### config.mk
export PLATFORM = sky130hd
export DESIGN_NAME = hilo_unit
export DESIGN_NICKNAME = d
export VERILOG_FILES = /design/src/rtl/mips_cpu_pkg.sv /design/src/rtl/hilo_unit_div_core.sv /design/src/rtl/hilo_unit.sv
export SDC_FILE = /design/constraint.sdc
export NUM_CORES = 1
export LEC_CHECK = 0
export ABC_AREA = 1
export ABC_CLOCK_PERIOD_IN_PS = 2500
export BUFFER_PORTS_ARGS = -buffer_cell sky130_fd_sc_hd__buf_4
export CAP_MARGIN = 20
export CELL_PAD_IN_SITES_DETAIL_PLACEMENT = 0
export CELL_PAD_IN_SITES_GLOBAL_PLACEMENT = 1
export CORE_MARGIN = 2
export CORE_UTILIZATION = 39
export DETAILED_ROUTE_END_ITERATION = 6
export GPL_ROUTABILITY_DRIVEN = 0
export MAX_ROUTING_LAYER = met4
export PLACE_DENSITY = 0.86
export SYNTH_ARGS = -nofsm -noshare
export SYNTH_HDL_FRONTEND = slang
export SYNTH_SLANG_ARGS = --single-unit
### constraint.sdc
create_clock -name cpu_clk_50M -period 2.5 [get_ports cpu_clk_50M]
set_clock_uncertainty 0.05 [all_clocks]
set_input_delay 0.5 -clock cpu_clk_50M [delete_from_list [all_inputs] [get_ports cpu_clk_50M]]
set_output_delay 0.5 -clock cpu_clk_50M [all_outputs]
set_load 0.02 [all_outputs]
### src/rtl/mips_cpu_pkg.sv
// Shared CPU types: datapath word widths, the divider FSM encoding and the HI/LO write-back bundle.
// Latency: none (declarations only).
// Backpressure: none (declarations only).
package mips_cpu_pkg;

   localparam int WIDTH_REG = 32;
   localparam int DIV_ITER  = 32;
   localparam logic [31:0] DIV_BY_ZERO_Q = 32'hFFFF_FFFF;

   typedef logic [WIDTH_REG-1:0]   reg_t;
   typedef logic [2*WIDTH_REG-1:0] double_reg_t;

   typedef enum logic [1:0] {
      IDLE = 2'd0,
      CALC = 2'd1,
      DONE = 2'd2
   } div_state_enum;

   // One write-back beat towards HI/LO: paired product write or single-word MTHI/MTLO.
   typedef struct packed {
      logic        hilowe;
      logic        hiwe;
      logic        lowe;
      double_reg_t hilo;
      reg_t        wdata;
   } hilo_wr_t;

endpackage

### src/rtl/hilo_unit_div_core.sv
// Iterative restoring divider (signed/unsigned) with start/flush/done handshake.
// Latency: 1 start cycle + DIV_ITER calc cycles + 1 done cycle; divide-by-zero skips calc.
// Backpressure: start is taken only in IDLE; flush aborts CALC/DONE and suppresses done_vld.
// Ports: clk/rst_n (sync, active-low); start/flush/sgn/dividend/divisor in;
//        start_acc, calc_act, busy, done_vld, quot, rem out (quot/rem valid with done_vld).
module div_core #(
   parameter int WIDTH_REG = mips_cpu_pkg::WIDTH_REG,
   parameter int DIV_ITER  = mips_cpu_pkg::DIV_ITER
) (
   input  logic                 clk,
   input  logic                 rst_n,
   input  logic                 start,
   input  logic                 flush,
   input  logic                 sgn,
   input  logic [WIDTH_REG-1:0] dividend,
   input  logic [WIDTH_REG-1:0] divisor,
   output logic                 start_acc,
   output logic                 calc_act,
   output logic                 busy,
   output logic                 done_vld,
   output logic [WIDTH_REG-1:0] quot,
   output logic [WIDTH_REG-1:0] rem
);
   import mips_cpu_pkg::*;

   localparam int CNT_W = $clog2(DIV_ITER);

   div_state_enum state_q, state_d;

   logic [CNT_W-1:0]     cnt_q;
   logic [WIDTH_REG-1:0] rem_q, quot_q, dvs_q;
   logic                 neg_quot_q, neg_rem_q;

   logic                 a_neg, b_neg, div_zero, last_iter;
   logic [WIDTH_REG-1:0] a_abs, b_abs;
   logic [WIDTH_REG:0]   trial, diff;

   assign a_neg     = sgn & dividend[WIDTH_REG-1];
   assign b_neg     = sgn & divisor[WIDTH_REG-1];
   assign a_abs     = a_neg ? (~dividend + 1'b1) : dividend;
   assign b_abs     = b_neg ? (~divisor + 1'b1) : divisor;
   assign div_zero  = (divisor == '0);
   assign last_iter = (cnt_q == CNT_W'(DIV_ITER - 1));

   // Trial remainder keeps the bit shifted out of rem: it can reach WIDTH_REG+1 bits.
   // A clear borrow bit in diff means trial >= divisor.
   assign trial = {rem_q, quot_q[WIDTH_REG-1]};
   assign diff  = trial - {1'b0, dvs_q};

   // State register
   always_ff @(posedge clk) begin
      if (!rst_n) state_q <= IDLE;
      else        state_q <= state_d;
   end

   // Next-state logic
   always_comb begin
      state_d = state_q;
      case (state_q)
         IDLE: begin
            if (start && !flush) state_d = div_zero ? DONE : CALC;
         end
         CALC: begin
            if (flush)          state_d = IDLE;
            else if (last_iter) state_d = DONE;
         end
         DONE:    state_d = IDLE;
         default: state_d = IDLE;
      endcase
   end

   // Output logic
   always_comb begin
      start_acc = (state_q == IDLE) && start && !flush;
      calc_act  = (state_q == CALC);
      busy      = (state_q != IDLE);
      done_vld  = (state_q == DONE) && !flush;
   end

   // Shift/subtract datapath and iteration counter
   always_ff @(posedge clk) begin
      if (!rst_n) begin
         cnt_q      <= '0;
         rem_q      <= '0;
         quot_q     <= '0;
         dvs_q      <= '0;
         neg_quot_q <= 1'b0;
         neg_rem_q  <= 1'b0;
      end else if (start_acc) begin
         cnt_q <= '0;
         dvs_q <= b_abs;
         if (div_zero) begin
            // Raw dividend as remainder, all-ones quotient, no sign fix-up.
            rem_q      <= dividend;
            quot_q     <= WIDTH_REG'(DIV_BY_ZERO_Q);
            neg_quot_q <= 1'b0;
            neg_rem_q  <= 1'b0;
         end else begin
            rem_q      <= '0;
            quot_q     <= a_abs;
            neg_quot_q <= a_neg ^ b_neg;
            neg_rem_q  <= a_neg;
         end
      end else if (state_q == CALC) begin
         cnt_q <= cnt_q + 1'b1;
         if (!diff[WIDTH_REG]) begin
            rem_q  <= diff[WIDTH_REG-1:0];
            quot_q <= {quot_q[WIDTH_REG-2:0], 1'b1};
         end else begin
            rem_q  <= trial[WIDTH_REG-1:0];
            quot_q <= {quot_q[WIDTH_REG-2:0], 1'b0};
         end
      end
   end

   // Sign fix-up; 0x80000000 / -1 wraps naturally to 0x80000000.
   assign quot = neg_quot_q ? (~quot_q + 1'b1) : quot_q;
   assign rem  = neg_rem_q  ? (~rem_q + 1'b1)  : rem_q;

endmodule

### src/rtl/hilo_unit.sv
// Architectural HI/LO register pair with WB write-back and an attached iterative divider.
// Latency: WB writes visible the cycle after the strobe; divide result visible after DONE.
// Backpressure: stall_o held from divide start through CALC; dropped in DONE or on flush.
// Ports: cpu_clk_50M/cpu_rst_n (sync, active-low); wb_i_* write-back; div_* divide request;
//        stall_o, div_busy_o, hi_o, lo_o out.
module hilo_unit #(
   parameter int WIDTH_REG = mips_cpu_pkg::WIDTH_REG,
   parameter int DIV_ITER  = mips_cpu_pkg::DIV_ITER
) (
   input  logic                   cpu_clk_50M,
   input  logic                   cpu_rst_n,
   input  logic                   wb_i_hilowe,
   input  logic [2*WIDTH_REG-1:0] wb_i_hilo,
   input  logic                   wb_i_hiwe,
   input  logic                   wb_i_lowe,
   input  logic [WIDTH_REG-1:0]   wb_i_wdata,
   input  logic                   div_start,
   input  logic                   div_signed,
   input  logic [WIDTH_REG-1:0]   div_dividend,
   input  logic [WIDTH_REG-1:0]   div_divisor,
   input  logic                   div_flush,
   output logic                   stall_o,
   output logic                   div_busy_o,
   output logic [WIDTH_REG-1:0]   hi_o,
   output logic [WIDTH_REG-1:0]   lo_o
);
   import mips_cpu_pkg::*;

   hilo_wr_t wb_wr;

   logic                 start_acc, calc_act, done_vld;
   logic [WIDTH_REG-1:0] div_quot, div_rem;
   logic [WIDTH_REG-1:0] hi_q, lo_q;

   assign wb_wr = '{hilowe: wb_i_hilowe, hiwe: wb_i_hiwe, lowe: wb_i_lowe,
                    hilo: wb_i_hilo, wdata: wb_i_wdata};

   div_core #(
      .WIDTH_REG (WIDTH_REG),
      .DIV_ITER  (DIV_ITER)
   ) u_div_core (
      .clk       (cpu_clk_50M),
      .rst_n     (cpu_rst_n),
      .start     (div_start),
      .flush     (div_flush),
      .sgn       (div_signed),
      .dividend  (div_dividend),
      .divisor   (div_divisor),
      .start_acc (start_acc),
      .calc_act  (calc_act),
      .busy      (div_busy_o),
      .done_vld  (done_vld),
      .quot      (div_quot),
      .rem       (div_rem)
   );

   // Stall covers the accepting IDLE cycle and every CALC cycle; a flush releases it at once.
   assign stall_o = start_acc | (calc_act & ~div_flush);

   // Divider result is younger than anything in WB, so it overrides WB writes.
   // Within WB, the paired product write beats the single-word strobes.
   always_ff @(posedge cpu_clk_50M) begin
      if (!cpu_rst_n) begin
         hi_q <= '0;
         lo_q <= '0;
      end else if (done_vld) begin
         hi_q <= div_rem;
         lo_q <= div_quot;
      end else begin
         if (wb_wr.hilowe)    hi_q <= wb_wr.hilo[2*WIDTH_REG-1:WIDTH_REG];
         else if (wb_wr.hiwe) hi_q <= wb_wr.wdata;
         if (wb_wr.hilowe)    lo_q <= wb_wr.hilo[WIDTH_REG-1:0];
         else if (wb_wr.lowe) lo_q <= wb_wr.wdata;
      end
   end

   assign hi_o = hi_q;
   assign lo_o = lo_q;

endmodule
==> flow_metrics.tcl, run 1 <==
set metrics [dict create \
    seq_area_frac_synth_pct 23.5 \
    cp-start-kind "flop" \
    drv_slew 0 \
    grt_max_degree 115 \
    end_kind "flop" \
    cp.required_ns 2.83 \
    wl_per_cell_um 18.7 \
    hold_buffers 0 \
    reg2reg_from "u_div_core.dvs_q[22]" \
    status "finished clean" \
    async_flop_share_pct 0 \
    final_nets 3010 \
    fin_util_pct 50.5 \
    placed_cells 3238 \
    syn_inst 2518 \
    synth_area_leaders "dfxtp_1 (24%), nand2_1 (19%), inv_1 (9.3%)" \
    cts_sinks 169 \
    syn_nets 2725 \
    worstMarginPinSlew_ns 0.958 \
    hold_viol_final 0 \
    grt_pass1_vias 16000 \
    area_growth_pct 28.1 \
    tns_ns 0 \
    htree_levels 4 \
    start_util_pct 39.5 \
    diodes 0 \
    yosysWarnings 0 \
    grt_pass1_wl_um 92200 \
    fin_area_sq_um 18400 \
    finalSetupViolCount 0 \
    synth.distinct_cells 48 \
    crit_arrival_ns 2.74 \
    ys.flop_type "dfxtp_1" \
    fillers 3780 \
    max_cap_viol_count 0 \
    ios 234 \
    grt_use_total_pct 31.8 \
    cts_tree "yes" \
    drtIter0Drc 1718 \
    dr.pass1.iters 6 \
    core_area_sq_um 36400 \
    dieArea_sq_um 38400 \
    dp_hpwl_um 49300 \
    hold_class "in2reg" \
    synth_area_leader_cell "dfxtp_1" \
    instances_no_fill 3283 \
    slew_headroom_pct 35.9 \
    die_x_um 196 \
    antenna_found_initial 0 \
    vias 17800 \
    clock-root-buffer "clkbuf_16" \
    cts.path.max_buffers 2 \
    numPortBuffers 233 \
    wl_um 61400 \
    synth_edf_count 0 \
    power_uw 16000 \
    via_per_inst 5.43 \
    clkTransAtPathRegs_ns 0.07 \
    die_y_um 196 \
    holdPathStages 3 \
    period_share_pct 96.3 \
    ir_worst_vdd_mv 0.673 \
    cts_buffers 17 \
    p_per_area_nw_per_um2 871 \
    synth_top_area_share_pct 23.5 \
    drive_gt1_share_pct 18.3 \
    placed_area_sq_um 17300 \
    worstPathMaxFanout 6 \
    remaining_drc_errors 0 \
    hp-start "div_divisor[2]" \
    layout_commonest_cell "nand2_1" \
    reg2reg_depth 16 \
    ys_ff_latch 169 \
    clkLatencyLatePin_ns 0.45 \
    rows 70 \
    critPathKind "reg2reg" \
    layout_common_cells "nand2_1 (718), inv_1 (352), buf_4 (350)" \
    syn_avg_cell_area_sq_um 5.71 \
    timing.final.crit_period_ns 2.41 \
    synth_area_sq_um 14400 \
    max_freq_mhz 415 \
    total_leakage_power_uw 0.00927 \
    overflow 0 \
    ant_nets 0 \
    crit_path_start "u_div_core.dvs_q[22]" \
]
per-stage QoR:
stage               worst slack, ns  hold WS (ns)
floorplan                     0.287         0.371
global placement             0.0236         0.390
detailed placement         -0.00746         0.405
CTS                          0.0132         0.294
global route                -0.0215         0.334
finish                       0.0920         0.298
path summary, 6_finish.rpt:
kind                     endpoint  slack, ns
min reg2reg   u_div_core.cnt_q[4]       0.43
max          u_div_core.rem_q[15]       0.09
max reg2reg  u_div_core.rem_q[15]       0.09
min           u_div_core.dvs_q[2]       0.30
registers in the layout, indices dropped and copies added (netlist names):
signal	flops
u_div_core.neg_rem_q	1
lo_o	32
u_div_core.state_q	2
u_div_core.neg_quot_q	1
u_div_core.cnt_q	5
u_div_core.quot_q	32
u_div_core.rem_q	32
u_div_core.dvs_q	32
hi_o	32
cells by family (layout without fill, tap and decap cells):
| logic type | after synthesis | count (layout) | share of synthesized area, % |
|---|---|---|---|
| xor+xnor | 45 | 45 | 2.74 |
| flops | 169 | 169 | 23.5 |
| compound gates | 527 | 527 | 20.1 |
| fa+ha+maj | 39 | 39 | 3.45 |
| buf+inv | 468 | 765 | 12.9 |
| simple gates | 1270 | 1270 | 37.3 |
power by group:
group          internal [uW]  leakage, uW  total [uW]  switching, uW
registers               3030      0.00140        3410            377
logic                   3630      0.00756        9590           5960
clock network           1800     0.000310        3050           1250
synthesized netlist by cell type, types with 6 or more instances:
| cell type | count |
|---|---|
| o21bai_1 | 9 |
| xor2_1 | 41 |
| dfxtp_1 | 169 |
| and2_1 | 7 |
| nand4_1 | 24 |
| buf_1 | 7 |
| a31oi_1 | 17 |
| o22ai_1 | 18 |
| buf_2 | 9 |
| nand3_1 | 177 |
| a22oi_1 | 8 |
| clkbuf_1 | 71 |
| o211ai_1 | 14 |
| nand2_1 | 724 |
| nor2_2 | 10 |
| a21oi_1 | 206 |
| nand2_2 | 12 |
| or2_2 | 6 |
| a21oi_2 | 25 |
| inv_1 | 356 |
| nor3_1 | 41 |
| buf_6 | 9 |
| nor2_1 | 240 |
| ha_1 | 38 |
| inv_2 | 11 |
| o21ai_0 | 214 |
repair_timing:
action | in CTS | in global routing
setup endpoints to repair | 7 | 38
gates resized for setup | 1 | 57
pin swaps | 0 | 14
gates cloned | 0 | 5
buffers inserted | 0 | 9
final cells by class:
| class | instances | area, sq um | share of cell area [%] |
|---|---|---|---|
| multi-input cells | 1881 | 9450 | 51.3 |
| flip-flops and latches | 169 | 3380 | 18.4 |
| repair buffers | 367 | 2980 | 16.2 |
| inverters | 367 | 1380 | 7.48 |
| well taps | 468 | 586 | 3.18 |
| clock buffers | 20 | 447 | 2.43 |
| clock inverters | 11 | 194 | 1.05 |
metal layers:
metal,track usage [%],share of wire (%)
met1,43.2,44
met4,9.62,3.2
met2,49.3,44
met3,3.94,8.8
met5,-,0
critical path, stage by stage, from the launching register on:
cell and delay, ns:
dfxtp_1 0.35, inv_1 0.10, ha_1 0.32, nand2_1 0.10, inv_1 0.05, nand2_1 0.06, nand2_1 0.07, inv_1 0.08
nand2_2 0.09, a21oi_4 0.31, nand2_4 0.11, nand2_4 0.10, nand2_8 0.10, buf_4 0.16, nand2_1 0.08, nand3_1 0.10
a21oi_2 0.12
(Power assumes the default switching activity.)
==> run 2, diff against run 1 <==
--- a/config.mk
+++ b/config.mk
@@ -5,18 +5,17 @@
 export SDC_FILE = /design/constraint.sdc
 export NUM_CORES = 1
 export LEC_CHECK = 0
-export ABC_AREA = 1
-export ABC_CLOCK_PERIOD_IN_PS = 2500
+export ABC_CLOCK_PERIOD_IN_PS = 2000
 export BUFFER_PORTS_ARGS = -buffer_cell sky130_fd_sc_hd__buf_4
 export CAP_MARGIN = 20
 export CELL_PAD_IN_SITES_DETAIL_PLACEMENT = 0
 export CELL_PAD_IN_SITES_GLOBAL_PLACEMENT = 1
 export CORE_MARGIN = 2
-export CORE_UTILIZATION = 39
+export CORE_UTILIZATION = 37
 export DETAILED_ROUTE_END_ITERATION = 6
 export GPL_ROUTABILITY_DRIVEN = 0
 export MAX_ROUTING_LAYER = met4
-export PLACE_DENSITY = 0.86
+export PLACE_DENSITY = 0.83
 export SYNTH_ARGS = -nofsm -noshare
 export SYNTH_HDL_FRONTEND = slang
 export SYNTH_SLANG_ARGS = --single-unit
==> constraint.sdc (replaced) <==
create_clock -name cpu_clk_50M -period 2 [get_ports cpu_clk_50M]
set_clock_uncertainty 0.05 [all_clocks]
set_input_delay 0.4 -clock cpu_clk_50M [delete_from_list [all_inputs] [get_ports cpu_clk_50M]]
set_output_delay 0.4 -clock cpu_clk_50M [all_outputs]
set_load 0.02 [all_outputs]
==> run 2 against run 1 <==
The run now ends with negative setup slack left. Via count fell by 14%. Cell count is 19% lower. Hold slack got worse by 0.052 ns. First-iteration DRC count fell by 13%. Synthesized area is 15% lower. Routed wire length down 8.2%. Count of clock-buffer cells in the layout shrank 3. Die area down 10%. Sequential cell count stayed put. Fmax down 22%. Global-route usage fell by 0.96 points. Highest routed layer unchanged. Final area increased by 10%.
==> flow_metrics.tcl, run 2 <==
set metrics [dict create \
    place_ws_ns -1.19 \
    synth_adder_area_share_pct 4.07 \
    period_share_pct 155 \
    wl_um 56300 \
    clock-root-buffer "clkbuf_16" \
    cts_buffers 17 \
    violations "negative setup slack" \
    synthTopCellsByCount "a21oi_1 (243), dfxtp_1 (169), nor2_1 (142)" \
    dr.pass1.iters 7 \
    seq_area_frac_synth_pct 27.8 \
    dieArea_sq_um 34400 \
    ios 234 \
    critPathKind "reg2reg" \
    ir_worst_vdd_mv 0.742 \
    die_x_um 185 \
    syn_inst 1633 \
    diodes 0 \
    rows 66 \
    synth_edf_count 0 \
    area_growth_pct 66.6 \
    synth_mux_area_share_pct 3.21 \
    cts_sinks 169 \
    cts_tree "yes" \
    clkLatencyLatePin_ns 0.45 \
    grt_pass1_vias 14200 \
    die_y_um 185 \
    antenna_found_initial 0 \
    synth_top_family_by_area "compound AO/OA/AOI/OAI gates" \
    slowest_stage "fa_2" \
    tns_ns -56.62 \
    synth-simple-area-share_pct 19.4 \
    synth_area_leaders "dfxtp_1 (28%), a21oi_1 (10%), xor2_1 (5.5%)" \
    critPathTopFamily "compound AO/OA/AOI/OAI gates" \
    cpPeakStageDelay_ns 0.37 \
    fin_ws_ns -1.09 \
    end_kind "flop" \
    total_leakage_power_uw 0.00850 \
    hold_viol_final 0 \
    numPortBuffers 233 \
    grt_pass1_wl_um 79500 \
    synth_top_area_share_pct 27.8 \
    worstMarginPinSlew_ns 0.629 \
    p_per_area_nw_per_um2 785 \
    start_util_pct 37.6 \
    synth.distinct_cells 65 \
    drv_slew 0 \
    crit_arrival_ns 3.40 \
    drive_gt1_share_pct 44.5 \
    drtIter0Drc 1499 \
    finalSetupViolCount 120 \
    hold_buffers 0 \
    timing.final.crit_period_ns 3.09 \
    overflow 0 \
    syn_nets 1840 \
    via_per_inst 5.79 \
    max_freq_mhz 324 \
    remaining_drc_errors 0 \
    core_area_sq_um 32500 \
    synth_area_sq_um 12200 \
    cts.path.max_buffers 2 \
    yosysWarnings 0 \
    status "complete, but fails checks" \
    vias 15300 \
    async_flop_share_pct 0 \
    final_nets 2401 \
    clkTransAtPathRegs_ns 0.08 \
    synth_area_leader_cell "dfxtp_1" \
    cp.required_ns 2.31 \
    cp-start-kind "flop" \
    ys.flop_type "dfxtp_1" \
    syn_avg_cell_area_sq_um 7.46 \
    wl_per_cell_um 21.3 \
    worstPathMaxFanout 14 \
    yosysMostFrequentCell "a21oi_1" \
    hold_class "in2reg" \
    synthXorXnorAreaFrac_pct 9.99 \
    rsz0062_at_grt "true" \
    grt_use_total_pct 30.8 \
    htree_levels 4 \
    synth_compound_area_share_pct 30.1 \
    ys_ff_latch 169 \
    crit_path_cell_trace "inv_2, ha_4, fa_2, nor2b_4, o31ai_4, a31o_4, buf_6, a21oi_4, a311oi_4, xor2_4, buf_12, buf_4, nor4b_4, a31oi_1, a21oi_1" \
    layout_commonest_cell "buf_4" \
    path_buf_inv 4 \
    slew_headroom_pct 58.0 \
    layout_common_cells "buf_4 (575), a21oi_1 (203), dfxtp_1 (156)" \
    grt_max_degree 53 \
    dp_hpwl_um 40600 \
    ant_nets 0 \
    max_cap_viol_count 0 \
]
-- run 2: cell count changes in the layout (fill, tap and decap cells not counted), moves of 18 or more --
cell / before / now
a211oi_1: 2 / 52
buf_4: 350 / 575
buf_6: 0 / 57
inv_1: 352 / 56
mux2i_1: 0 / 38
nand2_1: 718 / 110
nand3_1: 172 / 22
nor2_1: 237 / 128
nor2b_1: 0 / 34
o21ai_0: 214 / 56
o21ai_2: 0 / 18
xnor2_1: 4 / 47
xor2_1: 41 / 61
-- run 2: logic make-up (layout without fill, tap and decap cells) --
logic type,count (synthesis),in the layout
adders and majority gates,39,39
buffers and inverters,176,747
DFF,169,169
muxes,39,39
AOI/OAI and AO/OA,589,589
and+or+nand+nor,482,485
xor gates and xnor gates,139,139
-- run 2: through the flow --
step           instance area [sq um]  total power (uW)  hold WS (ns)  utilization (%)  cells
2_1_floorplan                  12800              7540         0.382                -   1633
3_3_place_gp                   17400             10400         0.392             53.6   2547
3_5_place_dp                   17400             10500         0.395             53.6   2547
4_1_cts                        19200             15000         0.245             59.1   2617
5_1_grt                        20300             16500         0.264             62.6   2649
6_report                       20300             15900         0.245             62.6   2649
-- run 2: report_power, final --
group	leakage [uW]	switching, uW	internal (uW)
clock	0.000289	1770	1700
sequential	0.00140	278	3650
combinational	0.00681	4420	4140
-- run 2: metal layers --
metal	vias to the layer above	GRT usage (%)	part of all wire [%]
li1	7090	-	-
met2	853	49.7	46
met1	7198	37.5	40
met4	0	15.3	5.2
met3	188	4.75	8.9
met5	-	-	0
-- run 2: what timing repair did --
action                     4_1_cts  5_1_grt
gates cloned                     6        5
setup buffers                   35       43
setup endpoints to repair      123      130
pin swaps                      107      127
gates resized for setup        181      179
-- run 2: worst paths after layout --
kind,startpoint,end,slack [ns],depth (start not counted)
max,u_div_core.quot_q[31],u_div_core.rem_q[18],-1.09,15
min,div_dividend[31],u_div_core.quot_q[31],0.25,3
max reg2reg,u_div_core.quot_q[31],u_div_core.rem_q[18],-1.09,15
min reg2reg,u_div_core.dvs_q[13],u_div_core.dvs_q[13],0.40,2
-- run 2: final cells by class --
class                      count  area, sq um
clock buffer                  17          425
clock inverter                15          168
sequential                   169         3400
multi-input combinational   1291        10100
timing repair buffer         656         5420
fill                        2680        12100
inverter                      59          223
tap                          442          553
-- run 2: worst register-to-register path, cell delays in order, from the launching register on --
cell,delay (ns)
dfxtp_2,0.34
inv_2,0.05
ha_4,0.16
fa_2,0.37
nor2b_4,0.17
o31ai_4,0.10
a31o_4,0.24
buf_6,0.12
a21oi_4,0.15
a311oi_4,0.16
xor2_4,0.21
buf_12,0.17
buf_4,0.20
nor4b_4,0.24
a31oi_1,0.09
a21oi_1,0.21
==> run 3, diff against run 2 <==
--- a/config.mk
+++ b/config.mk
@@ -5,17 +5,18 @@
 export SDC_FILE = /design/constraint.sdc
 export NUM_CORES = 1
 export LEC_CHECK = 0
+export ABC_AREA = 1
 export ABC_CLOCK_PERIOD_IN_PS = 2000
 export BUFFER_PORTS_ARGS = -buffer_cell sky130_fd_sc_hd__buf_4
 export CAP_MARGIN = 20
 export CELL_PAD_IN_SITES_DETAIL_PLACEMENT = 0
 export CELL_PAD_IN_SITES_GLOBAL_PLACEMENT = 1
 export CORE_MARGIN = 2
-export CORE_UTILIZATION = 37
+export CORE_UTILIZATION = 36
 export DETAILED_ROUTE_END_ITERATION = 6
 export GPL_ROUTABILITY_DRIVEN = 0
 export MAX_ROUTING_LAYER = met4
-export PLACE_DENSITY = 0.83
+export PLACE_DENSITY = 0.84
 export SYNTH_ARGS = -nofsm -noshare
 export SYNTH_HDL_FRONTEND = slang
 export SYNTH_SLANG_ARGS = --single-unit
==> run 3 against run 2 <==
The run still ends with negative setup slack left. Hold slack got worse by 0.022 ns. Critical path depth up 4. Fmax up 34%. Non-clock buffer count decreased by 27. Setup slack improved by 0.78 ns. Count of clock-buffer cells in the layout increased by 1. Clock power is 10% higher. Power is 45% higher. First-iteration DRC count up 37%. Sequential cell count stayed put. Sequential share of layout area is 0.94 points lower. Highest routed layer unchanged.
==> flow_metrics.tcl, run 3 (synthesis results as in run 1) <==
set metrics [dict create \
    place_ws_ns -0.391 \
    slew_headroom_pct 44.7 \
    grt_pass1_vias 17100 \
    crit_arrival_ns 2.60 \
    core_area_sq_um 39500 \
    cp.required_ns 2.29 \
    die_x_um 204 \
    clkPwrFrac_pct 16.5 \
    vias 18900 \
    timing.final.crit_period_ns 2.31 \
    dr.pass1.iters 6 \
    finalSetupViolCount 33 \
    cp-start-kind "flop" \
    clock-root-buffer "clkbuf_16" \
    switchingPower_uw 10800 \
    area_growth_pct 49.7 \
    switching_share_pct 46.7 \
    start_util_pct 36.4 \
    worstPathMaxFanout 4 \
    drive_gt1_share_pct 31.1 \
    clkTransAtPathRegs_ns 0.08 \
    fin_ws_ns -0.306 \
    drtIter0Drc 2051 \
    dp_hpwl_um 52000 \
    via_per_inst 5.24 \
    cpPeakStageDelay_ns 0.34 \
    remaining_drc_errors 0 \
    end_kind "flop" \
    ios 234 \
    dieArea_sq_um 41500 \
    combPwrFrac_pct 64.9 \
    hold_class "in2reg" \
    period_share_pct 115 \
    violations "negative setup slack" \
    rsz0062_at_grt "true" \
    layout_common_cells "nand2_1 (670), buf_4 (588), inv_1 (339)" \
    critPathKind "reg2reg" \
    ant_nets 0 \
    numPortBuffers 233 \
    slowest_stage "dfxtp_2" \
    clkLatencyLatePin_ns 0.46 \
    worstMarginPinSlew_ns 0.824 \
    cts_buffers 17 \
    critPathTopFamily "simple AND/OR/NAND/NOR gates" \
    total_leakage_power_uw 0.0108 \
    overflow 0 \
    wl_um 66900 \
    grt_max_degree 115 \
    crit_path_cell_trace "inv_2, ha_4, fa_2, inv_2, nand2_2, nand2_2, nand3_2, nand2_2, nand2_2, nand2_4, nand2_4, nand2_4, nand2_4, nand2_8, buf_6, buf_8, nand2_4, nand3_2, a21oi_2" \
    status "complete, but fails checks" \
    htree_levels 4 \
    wl_per_cell_um 18.6 \
    die_y_um 204 \
    path_buf_inv 4 \
    max_freq_mhz 434 \
    cts_sinks 169 \
    critPathMostFrequentCell "nand2_4" \
    antenna_found_initial 0 \
    hold_viol_final 0 \
    internal_power_uw 12300 \
    cts_tree "yes" \
    cts.path.max_buffers 2 \
    final_nets 3273 \
    drv_slew 0 \
    p_per_area_nw_per_um2 1070 \
    tns_ns -8.62 \
    pwr-share-seq_pct 18.6 \
    grt_use_total_pct 31.4 \
    grt_pass1_wl_um 97900 \
    max_cap_viol_count 0 \
    diodes 0 \
    layout_commonest_cell "nand2_1" \
    ir_worst_vdd_mv 0.872 \
    rows 73 \
]
==> run 3: area by class of cell <==
| type | instances | area, sq um |
|---|---|---|
| sequential | 169 | 3400 |
| tap | 525 | 657 |
| clock buffer | 18 | 429 |
| multi-input combinational | 1882 | 10300 |
| fill | 3827 | 18000 |
| clock inverter | 14 | 213 |
| timing repair buffer | 629 | 5120 |
| inverter | 367 | 1380 |
==> run 3: path summary, 6_finish.rpt <==
check                         from                    to  slack, ns  cells after the start
min reg2reg   u_div_core.dvs_q[19]  u_div_core.dvs_q[19]       0.41                      2
max          u_div_core.quot_q[31]  u_div_core.rem_q[17]      -0.31                     19
min                div_divisor[24]  u_div_core.dvs_q[24]       0.22                      4
max reg2reg  u_div_core.quot_q[31]  u_div_core.rem_q[17]      -0.31                     19
==> run 3: metal layers <==
layer	track usage, %	vias up	wire, um
li1	-	9206	-
met1	40.8	8557	28400
met2	48.0	1002	29400
met3	5.68	136	6430
met4	12.6	0	2630
met5	-	-	0
==> run 3: stage by stage <==
stage	utilization (%)	instances	cell area (sq um)	hold WS (ns)	power, uW
3_5_place_dp	48.7	3530	19300	0.400	16400
5_1_grt	54.4	3604	21500	0.248	24400
3_3_place_gp	48.7	3530	19300	0.394	16300
4_1_cts	51.7	3591	20500	0.212	21100
6_report	54.4	3604	21500	0.223	23100
2_1_floorplan	-	2518	14400	0.371	11200
==> run 3: power by group through the flow <==
stage          Combinational [uW]  Clock, uW  Sequential [uW]
2_1_floorplan                6940          0             4300
3_3_place_gp                12000          0             4250
3_5_place_dp                12200          0             4270
4_1_cts                     13000       3830             4210
5_1_grt                     16200       3970             4320
6_report                    15000       3810             4290
==> run 3: worst min-delay path: cells and delay by family <==
kind            cells  cell delay, ns
compound gates      1            0.06
buf+inv             2            0.17
simple gates        1            0.07
==> run 3: what timing repair did <==
action,CTS,global route
pin swaps,36,72
endpoints found under the setup margin,95,115
hold buffers,0,0
buffers inserted,27,16
resized for setup,91,219
gates cloned,3,3
